File: config.mk
export PLATFORM = sky130hd
export DESIGN_NAME = shift_rnd_pipe
export DESIGN_NICKNAME = d
export VERILOG_FILES = /design/src/rtl/shift_rnd_pipe.sv
export SDC_FILE = /design/constraint.sdc
export NUM_CORES = 1
export LEC_CHECK = 0
export CAP_MARGIN = 15
export CORE_ASPECT_RATIO = 0.7
export CORE_MARGIN = 2
export CORE_UTILIZATION = 60
export DETAILED_ROUTE_END_ITERATION = 10
export GPL_TIMING_DRIVEN = 1
export PLACE_DENSITY = 0.87
export SLEW_MARGIN = 20
export SYNTH_ARGS = -nofsm -noshare
export SYNTH_HDL_FRONTEND = slang
export SYNTH_SLANG_ARGS = --single-unit
File: constraint.sdc
create_clock -name i_clk -period 10.4 [get_ports i_clk]
set_input_delay 2.08 -clock i_clk [delete_from_list [all_inputs] [get_ports i_clk]]
set_output_delay 2.08 -clock i_clk [all_outputs]
set_load 0.03 [all_outputs]
File: src/rtl/shift_rnd_pipe.sv
// Two-stage per-lane scaler: arithmetic right shift with selectable rounding,
// symmetric clamp to width_o, per-lane flags and a saturating saturation counter.
module shift_rnd_pipe #(
  parameter  int width_i     = 9,
  parameter  int width_o     = 8,
  parameter  int lanes       = 4,
  parameter  int cnt_w       = 16,
  localparam int width_shift = $clog2(width_i + 2),
  localparam int width_diff  = width_i - width_o
) (
  input  logic                         i_clk,
  input  logic                         i_rst,
  input  logic                         i_valid,
  output logic                         o_ready,
  input  logic [lanes*width_i-1:0]     i_num,
  input  logic [lanes*width_shift-1:0] i_shift,
  input  logic [1:0]                   i_mode,
  output logic                         o_valid,
  input  logic                         i_ready,
  output logic [lanes*width_o-1:0]     o_rnd,
  output logic [lanes-1:0]             o_sat,
  output logic [lanes-1:0]             o_inexact,
  input  logic                         i_clr,
  output logic [cnt_w-1:0]             o_sat_cnt
);

  localparam int pc_w = $clog2(lanes + 1);
  localparam logic [width_shift-1:0] flush_lim = width_shift'(width_o);
  localparam logic signed [width_i:0] max_pos_w = (width_i+1)'(2**(width_o-1) - 1);
  localparam logic signed [width_o-1:0] pos_code = width_o'(2**(width_o-1) - 1);
  localparam logic signed [width_o-1:0] neg_code = -pos_code;

  logic       s1_valid;
  logic [1:0] s1_mode;
  logic       adv1, adv2, xfer;

  // Stage 2 is the output register, so it frees up whenever the consumer takes it.
  assign adv2    = ~o_valid | i_ready;
  assign adv1    = ~s1_valid | adv2;
  assign o_ready = adv1;
  assign xfer    = o_valid & i_ready;

  always_ff @(posedge i_clk) begin
    if (i_rst) begin
      s1_valid <= 1'b0;
      s1_mode  <= 2'd0;
      o_valid  <= 1'b0;
    end else begin
      if (adv1) begin
        s1_valid <= i_valid;
        s1_mode  <= i_mode;
      end
      if (adv2) o_valid <= s1_valid;
    end
  end

  for (genvar k = 0; k < lanes; k++) begin : g_lane
    logic signed [width_i-1:0]   num;
    logic [width_shift-1:0]      sh;
    logic [width_shift:0]        tot;
    logic signed [2*width_i-1:0] ext_sh;
    logic signed [width_i-1:0]   q1;
    logic                        g1, st1, fl1, nz1;
    logic                        neg, inc, hi, lo;
    logic signed [width_i:0]     r;
    logic signed [width_o-1:0]   rnd_d, rnd2;
    logic                        sat_d, inex_d, sat2, inex2;

    // Appending width_i zero bits keeps every shifted-out bit, so the upper half
    // is the floor quotient and the lower half holds guard and sticky.
    assign num    = $signed(i_num[k*width_i +: width_i]);
    assign sh     = i_shift[k*width_shift +: width_shift];
    assign tot    = {1'b0, sh} + (width_shift+1)'(width_diff);
    assign ext_sh = $signed({num, {width_i{1'b0}}}) >>> tot;

    always_ff @(posedge i_clk) begin
      if (i_rst) begin
        q1  <= '0;
        g1  <= 1'b0;
        st1 <= 1'b0;
        fl1 <= 1'b0;
        nz1 <= 1'b0;
      end else if (adv1) begin
        q1  <= ext_sh[2*width_i-1 -: width_i];
        g1  <= ext_sh[width_i-1];
        st1 <= |ext_sh[width_i-2:0];
        fl1 <= (sh > flush_lim);
        nz1 <= |num;
      end
    end

    // The quotient is already floored, so each mode only decides whether to add one.
    always_comb begin
      neg = q1[width_i-1];
      case (s1_mode)
        2'd0:    inc = g1 & (st1 | q1[0]);
        2'd1:    inc = neg & (g1 | st1);
        2'd2:    inc = 1'b0;
        default: inc = g1 & (st1 | ~neg);
      endcase
      r      = {q1[width_i-1], q1} + (width_i+1)'(inc);
      hi     = r > max_pos_w;
      lo     = r < -max_pos_w;
      sat_d  = ~fl1 & (hi | lo);
      inex_d = fl1 ? nz1 : (g1 | st1 | hi | lo);
      if (fl1)     rnd_d = '0;
      else if (hi) rnd_d = pos_code;
      else if (lo) rnd_d = neg_code;
      else         rnd_d = r[width_o-1:0];
    end

    always_ff @(posedge i_clk) begin
      if (i_rst) begin
        rnd2  <= '0;
        sat2  <= 1'b0;
        inex2 <= 1'b0;
      end else if (adv2) begin
        rnd2  <= rnd_d;
        sat2  <= sat_d;
        inex2 <= inex_d;
      end
    end

    assign o_rnd[k*width_o +: width_o] = rnd2;
    assign o_sat[k]     = sat2;
    assign o_inexact[k] = inex2;
  end

  logic [pc_w-1:0] pc;
  logic [cnt_w:0]  sum;

  always_comb begin
    pc = '0;
    for (int k = 0; k < lanes; k++) pc = pc + pc_w'(o_sat[k]);
  end

  assign sum = {1'b0, o_sat_cnt} + (cnt_w+1)'(pc);

  // A clear that coincides with a transfer still counts that transfer.
  always_ff @(posedge i_clk) begin
    if (i_rst)        o_sat_cnt <= '0;
    else if (i_clr)   o_sat_cnt <= xfer ? cnt_w'(pc) : '0;
    else if (xfer)    o_sat_cnt <= sum[cnt_w] ? '1 : sum[cnt_w-1:0];
  end

endmodule

# Word-level counts from Yosys, hierarchy flattened
# Cells that the tools add are included.
classes:
  mux: 24
  eq_ne: 2
  bitwise_logic: 53
  magnitude_cmp: 12
  n_reduce_logical: 10
  addsub: 12
  n_shift: 4
ops:
  columns: ["cell", "n"]
  rows:
  - ["8-bit two-way mux", 12]
  - ["18-bit by 5-bit >>> shifter with 18-bit output", 4]
  - ["16-bit two-way mux", 3]
  - ["9-bit by 2-bit adder with 10-bit output", 4]
  - ["10-bit by 8-bit > comparator with 1-bit output (second input constant)", 4]
  - ["10-bit by 8-bit less-than comparator with 1-bit output (second input constant)", 4]
  - ["9-bit OR reduction", 4]
  - ["8-bit OR reduction", 4]
  - ["1-bit bitwise OR", 26]
  - ["4-bit by 1-bit adder with 5-bit output (second input constant)", 4]
  - ["16-bit by 3-bit adder with 17-bit output", 1]
  - ["1-bit bitwise AND", 17]
  - ["4-bit > comparator (second input constant)", 4]
  - ["1-bit case mux with 3 select lines", 4]
  - ["1-bit NOT", 10]
  - ["1-bit two-way mux", 4]
  - ["2-bit by 1-bit adder with 3-bit output", 1]
  - ["3-bit by 1-bit adder with 3-bit output", 1]
  - ["3-bit two-way mux", 1]
  - ["1-bit by 1-bit adder with 2-bit output", 1]
  - ["2-bit by 1-bit == test with 1-bit output (second input constant)", 1]
  - ["2-bit == test (second input constant)", 1]
  - ["2-bit logical NOT", 1]
  - ["2-bit nonzero test", 1]
totals:
  elab_cells: 153
  inputBits: 59
  reg_bits: 112

# Logic depth before layout (Yosys ltp)
depth:
  word_depth: 9
  depth_mapped: 15
  ltp_nobuf: 14

# Worst setup path after synthesis
# No wires, ideal clock.
synth_path:
  path_type: "in2out"
  from: "input i_ready"
  to: "output o_ready"
  n_path_buf: 3
  arrival_ps: 3271
  path_stages: 6
  slack_ps: 5049
  path_cell_list: "nor2b_1 > and2_1 > clkbuf_1 > inv_1 > clkbuf_1 > clkbuf_1"
synth_between:
  elab_chain_len: 2
synth_rtl:
  columns: ["element", "line_no", "source"]
  rows:
  - ["start, declared", "19", "input logic i_ready,"]
  - ["1-bit bitwise OR", "38", "assign adv2 = ~o_valid | i_ready;"]
  - ["1-bit bitwise OR", "39", "assign adv1 = ~s1_valid | adv2;"]
  - ["end, declared", "14", "output logic o_ready,"]
# Every way passes these cells.

# Final worst setup path
# Ends and elaborated chain as after synthesis.

==> metrics.md <==
| Metric | Value |
|---|---|
| Buffers & Inverters on Critical Path | `5` |
| Global-route wire length before repair | `34.5 mm` |
| Post-synth cell types | `75` |
| Worst Skew | `~6.7 ps` |
| Syn Area/Cell | `7.56 sq um` |
| # setup viols final | `0` |
| Vias in the first global route | `7074` |
| Async set-reset flop share out of synthesis | `0%` |
| Worst skew pair latency | `350 ps` |
| Synth Warn # | `0` |
| Gr ovfl total | `0` |
| NumNets Final | `1211` |
| TritonRoute pass-1 iters | `6` |
| Detail Placement HPWL | `between 10 and 15 mm` |
| CTS H-Tree Depth | `3` |
| GP Congestion | `around 0.92` |
| Final TNS setup | `0 ps` |
| Pre-CTS WS | `between 3000 and 4000 ps` |
| Worst vdd ir | `0.0000809 V` |
| Die Height | `just over 100 microns` |
| CTS sink count | `112` |
| Clock Pin Slew Worst Setup and Hold Paths | `70 ps` |
| Ant. Diodes | `0` |
| CP max stage cell | `clkdlybuf4s50_1` |
| Post-synth top flop | `dfxtp_1` |
| Pin count of the biggest net entering global routing | `100` |
| Wire per inst | `16.2 microns` |
| Relative slew slack | `between 30% and 40%` |
| Max-slew violation count | `0` |
| Worst-margin pin slew | `1030 ps` |
| Initial Utilization | `61.5%` |
| Fin. Hold Viols | `0` |
| Clock Path Buffers | `2` |
| Hold-fix buffers at CTS | `0` |
| Final core area utilization | `72.0%` |
| Mapped Cells | `1068` |
| Power Total | `approximately 0.0012 W` |
| MaxCap Viol Count | `0` |
| RSZ-0062 raised after global routing | `false` |
| Initial antenna violation count | `0` |
| Status | `finished, final reports clean` |
| Number of synthesized flops with an enable pin | `0` |
| CP top delay family | `buffers and inverters` |
| Crit end category | `primary output` |
| Final WL | `between 20 and 25 mm` |
| DRC Markers | `0` |
| Multi-input gate area | `5360 sq um` |
| Tmin final | `about 6600 ps` |
| Seq/Total Area, Yosys | `approximately 28%` |
| DRT antenna net count | `0` |
| Cell Area, Synth | `8080 sq um` |
| Startpoint Class | `input port` |
| Post-Syn Nets | `1156` |
| Via density | `6.33` |
| Buffers on Ports | `116` |
| Core area | `13100 sq um` |
| Min Hold Slack | `455 ps` |
| PwrDens | `128 nW/um^2` |
| Crit path cell chain | `clkdlybuf4s50_1, nor2b_4, buf_4, and2_1, buf_4, inv_2, clkdlybuf4s50_1` |
| Inserted Clock Buffers | `9` |
| Starting DRT DRC Count | `about 650` |
| Top Ports | `117` |
| Total GRT Usage | `28.9%` |
| Req. time, crit path | `around 8300 ps` |
| DIE AREA | `14400 sq um` |
| Fillcell total | `1035` |
| Vias | `8197` |
| Site Rows | `35` |
| Synth Register Bits | `112` |
| Layout cell share with drive strength beyond 1 | `around 5%` |
| Fmax achieved | `between 150 and 200 MHz` |
| PnR worst setup slack | `just under 4000 ps` |
| Post-cts resize count | `0` |
| Max incr delay on CP | `approximately 600 ps` |
| Die width | `143 microns` |
| Leak | `3.53 nW` |
| Worst Hold Class | `reg -> reg` |
| Clk root buf | `clkbuf_16` |
| TritonCTS clock tree | `done` |
| Area occupied by registers | `2240 sq um` |
| Largest fanout on the critical path | `50` |
| Post-CTS Setup Repair Bufs | `0` |
| Period utilization | `a little over three fifths` |
| Crit path DAT | `4480 ps` |
| CP Class | `in -> out` |
| Area Growth Syn to Fin | `17.2%` |
report_power, final:
group | switching (W) | internal (W)
combinational | 0.000188 | 0.000143
sequential | 0.0000401 | 0.000463
clock | 0.000156 | 0.000218
total | 0.000385 | 0.000824
cell families (layout without fill, tap and decap cells):
logic type	count (synthesis)	in the layout	synth area share (%)
xor gates and xnor gates	36	36	3.90
DFF	112	112	27.8
buffers and inverters	115	175	5.96
adders and majority gates	29	29	4.68
muxes	49	49	7.51
and+or+nand+nor	381	381	22.5
AOI/OAI and AO/OA	346	346	27.7
cell usage in the layout (no fill, tap or decap), types with 8 or more instances in the layout:
master	n
ha_1	27
nand4_1	11
o21ai_0	67
a31oi_1	27
clkbuf_16	9
o31ai_1	8
mux2i_1	28
mux4_2	8
nand3_1	47
nor3_1	18
nand2_1	123
inv_1	37
and2_1	9
a211oi_1	16
nor2_1	92
nand2b_1	13
dfxtp_1	112
nor2b_1	11
o211ai_1	31
nor4_1	13
mux2_2	13
and3_1	12
xor2_1	19
a21oi_1	108
a311oi_1	13
clkdlybuf4s50_1	115
xnor2_1	17
Yosys cell counts, types with 19 or more instances:
cell / instances / area, sq um
mux2i_1: 28 / 280
ha_1: 27 / 338
nand3_1: 47 / 235
clkbuf_1: 61 / 229
inv_1: 38 / 143
nor2_1: 92 / 345
xor2_1: 19 / 166
o211ai_1: 31 / 233
o21ai_0: 67 / 335
nand2_1: 123 / 462
a31oi_1: 27 / 169
dfxtp_1: 112 / 2240
a21oi_1: 108 / 541
metrics by stage:
step	area (sq um)	std cells
final	9460	1294
after detailed placement	9140	1278
after floorplan	8080	1068
after CTS	9460	1294
after global routing	9460	1294
after global placement	9140	1278
state kept, by name (all words and copies together) (netlist names):
| register | cells |
|---|---|
| g_lane.q1 | 36 |
| g_lane.rnd2 | 32 |
| o_sat_cnt | 16 |
| g_lane.fl1 | 4 |
| g_lane.g1 | 4 |
| g_lane.inex2 | 4 |
| g_lane.nz1 | 4 |
| g_lane.sat2 | 4 |
| g_lane.st1 | 4 |
| s1_mode | 2 |
| o_valid | 1 |
| s1_valid | 1 |
final timing paths:
path	endpoint	startpoint	cells after the start	slack, ps
worst max register to register	g_lane[2].inex2$_SDFFE_PP0P_	s1_mode[1]$_SDFFE_PP0P_	13	6630
worst min register to register	g_lane[3].rnd2[5]$_SDFFE_PP0P_	g_lane[3].rnd2[5]$_SDFFE_PP0P_	2	460
worst min-delay path	g_lane[3].rnd2[5]$_SDFFE_PP0P_	g_lane[3].rnd2[5]$_SDFFE_PP0P_	2	460
worst max-delay path	o_ready	i_ready	7	3840
cell type report:
type                       count  area share [%]
multi-input combinational    841            56.6
sequential                   112            23.7
timing repair buffer         120            12.5
clock buffer                  11            2.56
tap                          166            2.19
inverter                      39            1.55
clock inverter                 5           0.833
worst register-to-register path: stages (launching register included):
cell	delay, ps
dfxtp_1	320
inv_1	80
ha_1	330
mux2_2	370
o21ai_0	140
a21oi_1	110
ha_1	240
ha_1	300
nor2_1	140
or4b_4	490
a2111oi_4	450
a21oi_1	80
or3_4	440
a211oi_2	180
per-layer routing:
metal | vias up | wire [microns] | GRT usage [%]
li1 | 4056 | - | -
met2 | 369 | 8730 | 42.7
met1 | 3753 | 10400 | 44.3
met5 | - | 0 | 0
met3 | 19 | 1700 | 4.66
met4 | 0 | 194 | 5.48
Note: power is estimated with default switching activity, not from simulation.
==> variant: new RTL, same settings <==
Change the parameter `width_o` from 8 to 7.
--- a/src/rtl/shift_rnd_pipe.sv
+++ b/src/rtl/shift_rnd_pipe.sv
@@ -3,5 +3,5 @@
 module shift_rnd_pipe #(
   parameter  int width_i     = 9,
-  parameter  int width_o     = 8,
+  parameter  int width_o     = 7,
   parameter  int lanes       = 4,
   parameter  int cnt_w       = 16,
Ports: changed (resized o_rnd); port bits go from 117 to 113. The function was not compared with the original's and may differ.
==> variant against the unedited design <==
- count of clock-buffer cells in the layout down 1
- final area down 2.3%
- sequential cell count down 4
- wire length down 3.1%
- synthesized area down 1.8%
- power down 4.1%
- die area down 1.7%
- combinational power down 5%
- worst setup slack worse by 0.49 ns
- core utilization down 1.2 points
- clock skew up 0.0016 ns
- global-route usage down 0.69 points
- critical path type unchanged
- critical endpoint unchanged
==> variant: results (changes against the unedited design) <==
Status
  – Outcome: finished clean (unchanged)

Routing
  – 1st-iter DRT viols: 711 (was 651)
  – Avg WL per Cell: 16.20 um (was 16.21 um)

Timing
  – Clock skew: 0.008304 ns (was 0.006662 ns)
  – Hold slack: 0.4641 ns (was 0.4552 ns)

Logic synthesis
  – Post-synth cell types: 67 (was 75)
  – Post-synthesis net count: 1126 (was 1156)
  – Leading post-synthesis cells by cell area: dfxtp_1 27%, a21oi_1 5.7%, nor2_1 5.3%, nand2_1 5.1%, mux2i_1 3.9% (was dfxtp_1 28%, a21oi_1 6.7%, nand2_1 5.7%, nor2_1 4.3%, ha_1 4.2%)
  – Post-synth top cells: 112 x nor2_1, 108 x dfxtp_1, 108 x nand2_1 (was 123 x nand2_1, 112 x dfxtp_1, 108 x a21oi_1)
  – Syn Inst Count: 1041 (was 1068)

Critical path
  – Reg2reg setup slack: 6.61 ns (was 6.63 ns)
  – Critical Path Max Stage Delay: 0.81 ns (was 0.60 ns)
  – Critical path peak fanout: 55 (was 50)
  – R2R depth: 12 (was 13)
  – R2R Path End: g_lane[1].inex2 (was g_lane[2].inex2)
  – Worst Path Arrival: 4.96 ns (was 4.48 ns)

Worst hold path
  – Hold path startpoint: g_lane[0].rnd2[6] (was g_lane[3].rnd2[5])

GRT
  – Total track usage: 0.2817 (was 0.2886)
  – Vias in the first global route: 6657 (was 7074)

Power
  – Maximum vdd drop: 0.09382 mV (was 0.08089 mV)
  – Static Leak: 3.447 nW (was 3.529 nW)

Finish
  – Fraction of layout instances using a drive strength above 1: 0.05601 (was 0.04876)
  – Fillers: 1063 (was 1035)

Place
  – Post-DP HPWL: 15060 um (was 14980 um)
  – PortBufs: 112 (was 116)
-- variant: cell count changes in the layout (fill, tap and decap cells not counted), moves of 8 or more --
cell	unedited run	this run
o21ai_0	67	47
o211ai_1	31	12
inv_1	37	24
nor3b_1	2	10
nor3_1	18	44
a21oi_1	108	90
nand3_1	47	39
nand2_1	123	108
nor2_1	92	112
-- variant: worst min-delay path: cells and delay by family, from the launching register on --
kind             cells  cell delay, ns
AND/OR/NAND/NOR      1            0.05
AO/OA/AOI/OAI        1            0.05
flip-flops           1            0.33
-- variant: cells by family after synthesis --
logic type,share of synthesized area
AOI/OAI and AO/OA,0.2608
DFF,0.2725
xor gates and xnor gates,0.02870
muxes,0.09161
buffers and inverters,0.05818
adders and majority gates,0.04289
and+or+nand+nor,0.2453
-- variant: layout make-up --
cell class / count / area (um2) / area share
sequential: 108 / 2162 / 0.2339
multi-input combinational: 822 / 5318 / 0.5752
inverter: 27 / 101.3 / 0.01096
clock buffer: 10 / 239.0 / 0.02585
tap: 166 / 207.7 / 0.02247
clock inverter: 6 / 71.32 / 0.007714
timing repair buffer: 116 / 1146 / 0.1240
-- variant: how the worst max path moves through the flow --
stage / startpoint / slack (ns) / end
4_1_cts: i_ready / 3.39 / o_ready
3_5_place_dp: i_ready / 3.39 / o_ready
3_3_place_gp: i_ready / 3.40 / o_ready
2_1_floorplan: i_ready / 5.11 / o_ready
5_1_grt: i_ready / 3.21 / o_ready
6_report: i_ready / 3.36 / o_ready
-- variant: per-layer routing --
metal | global-route usage | vias up | wire (um)
li1 | - | 3963 | -
met1 | 0.4579 | 3774 | 10250
met2 | 0.3917 | 376 | 8173
met3 | 0.03817 | 13 | 1711
met4 | 0.05385 | 0 | 193
met5 | 0 | - | 0
-- variant: metrics by stage --
step / area, um2 / total power [mW]
after floorplan: 7935 / 0.7022
after global placement: 8932 / 0.7982
after detailed placement: 8932 / 0.8060
after CTS: 9243 / 1.155
after global routing: 9245 / 1.210
final: 9245 / 1.159
-- variant: report_power, final --
part	internal, mW	switching (mW)
clock	0.195	0.159
sequential	0.447	0.0421
combinational	0.139	0.177
total	0.781	0.378
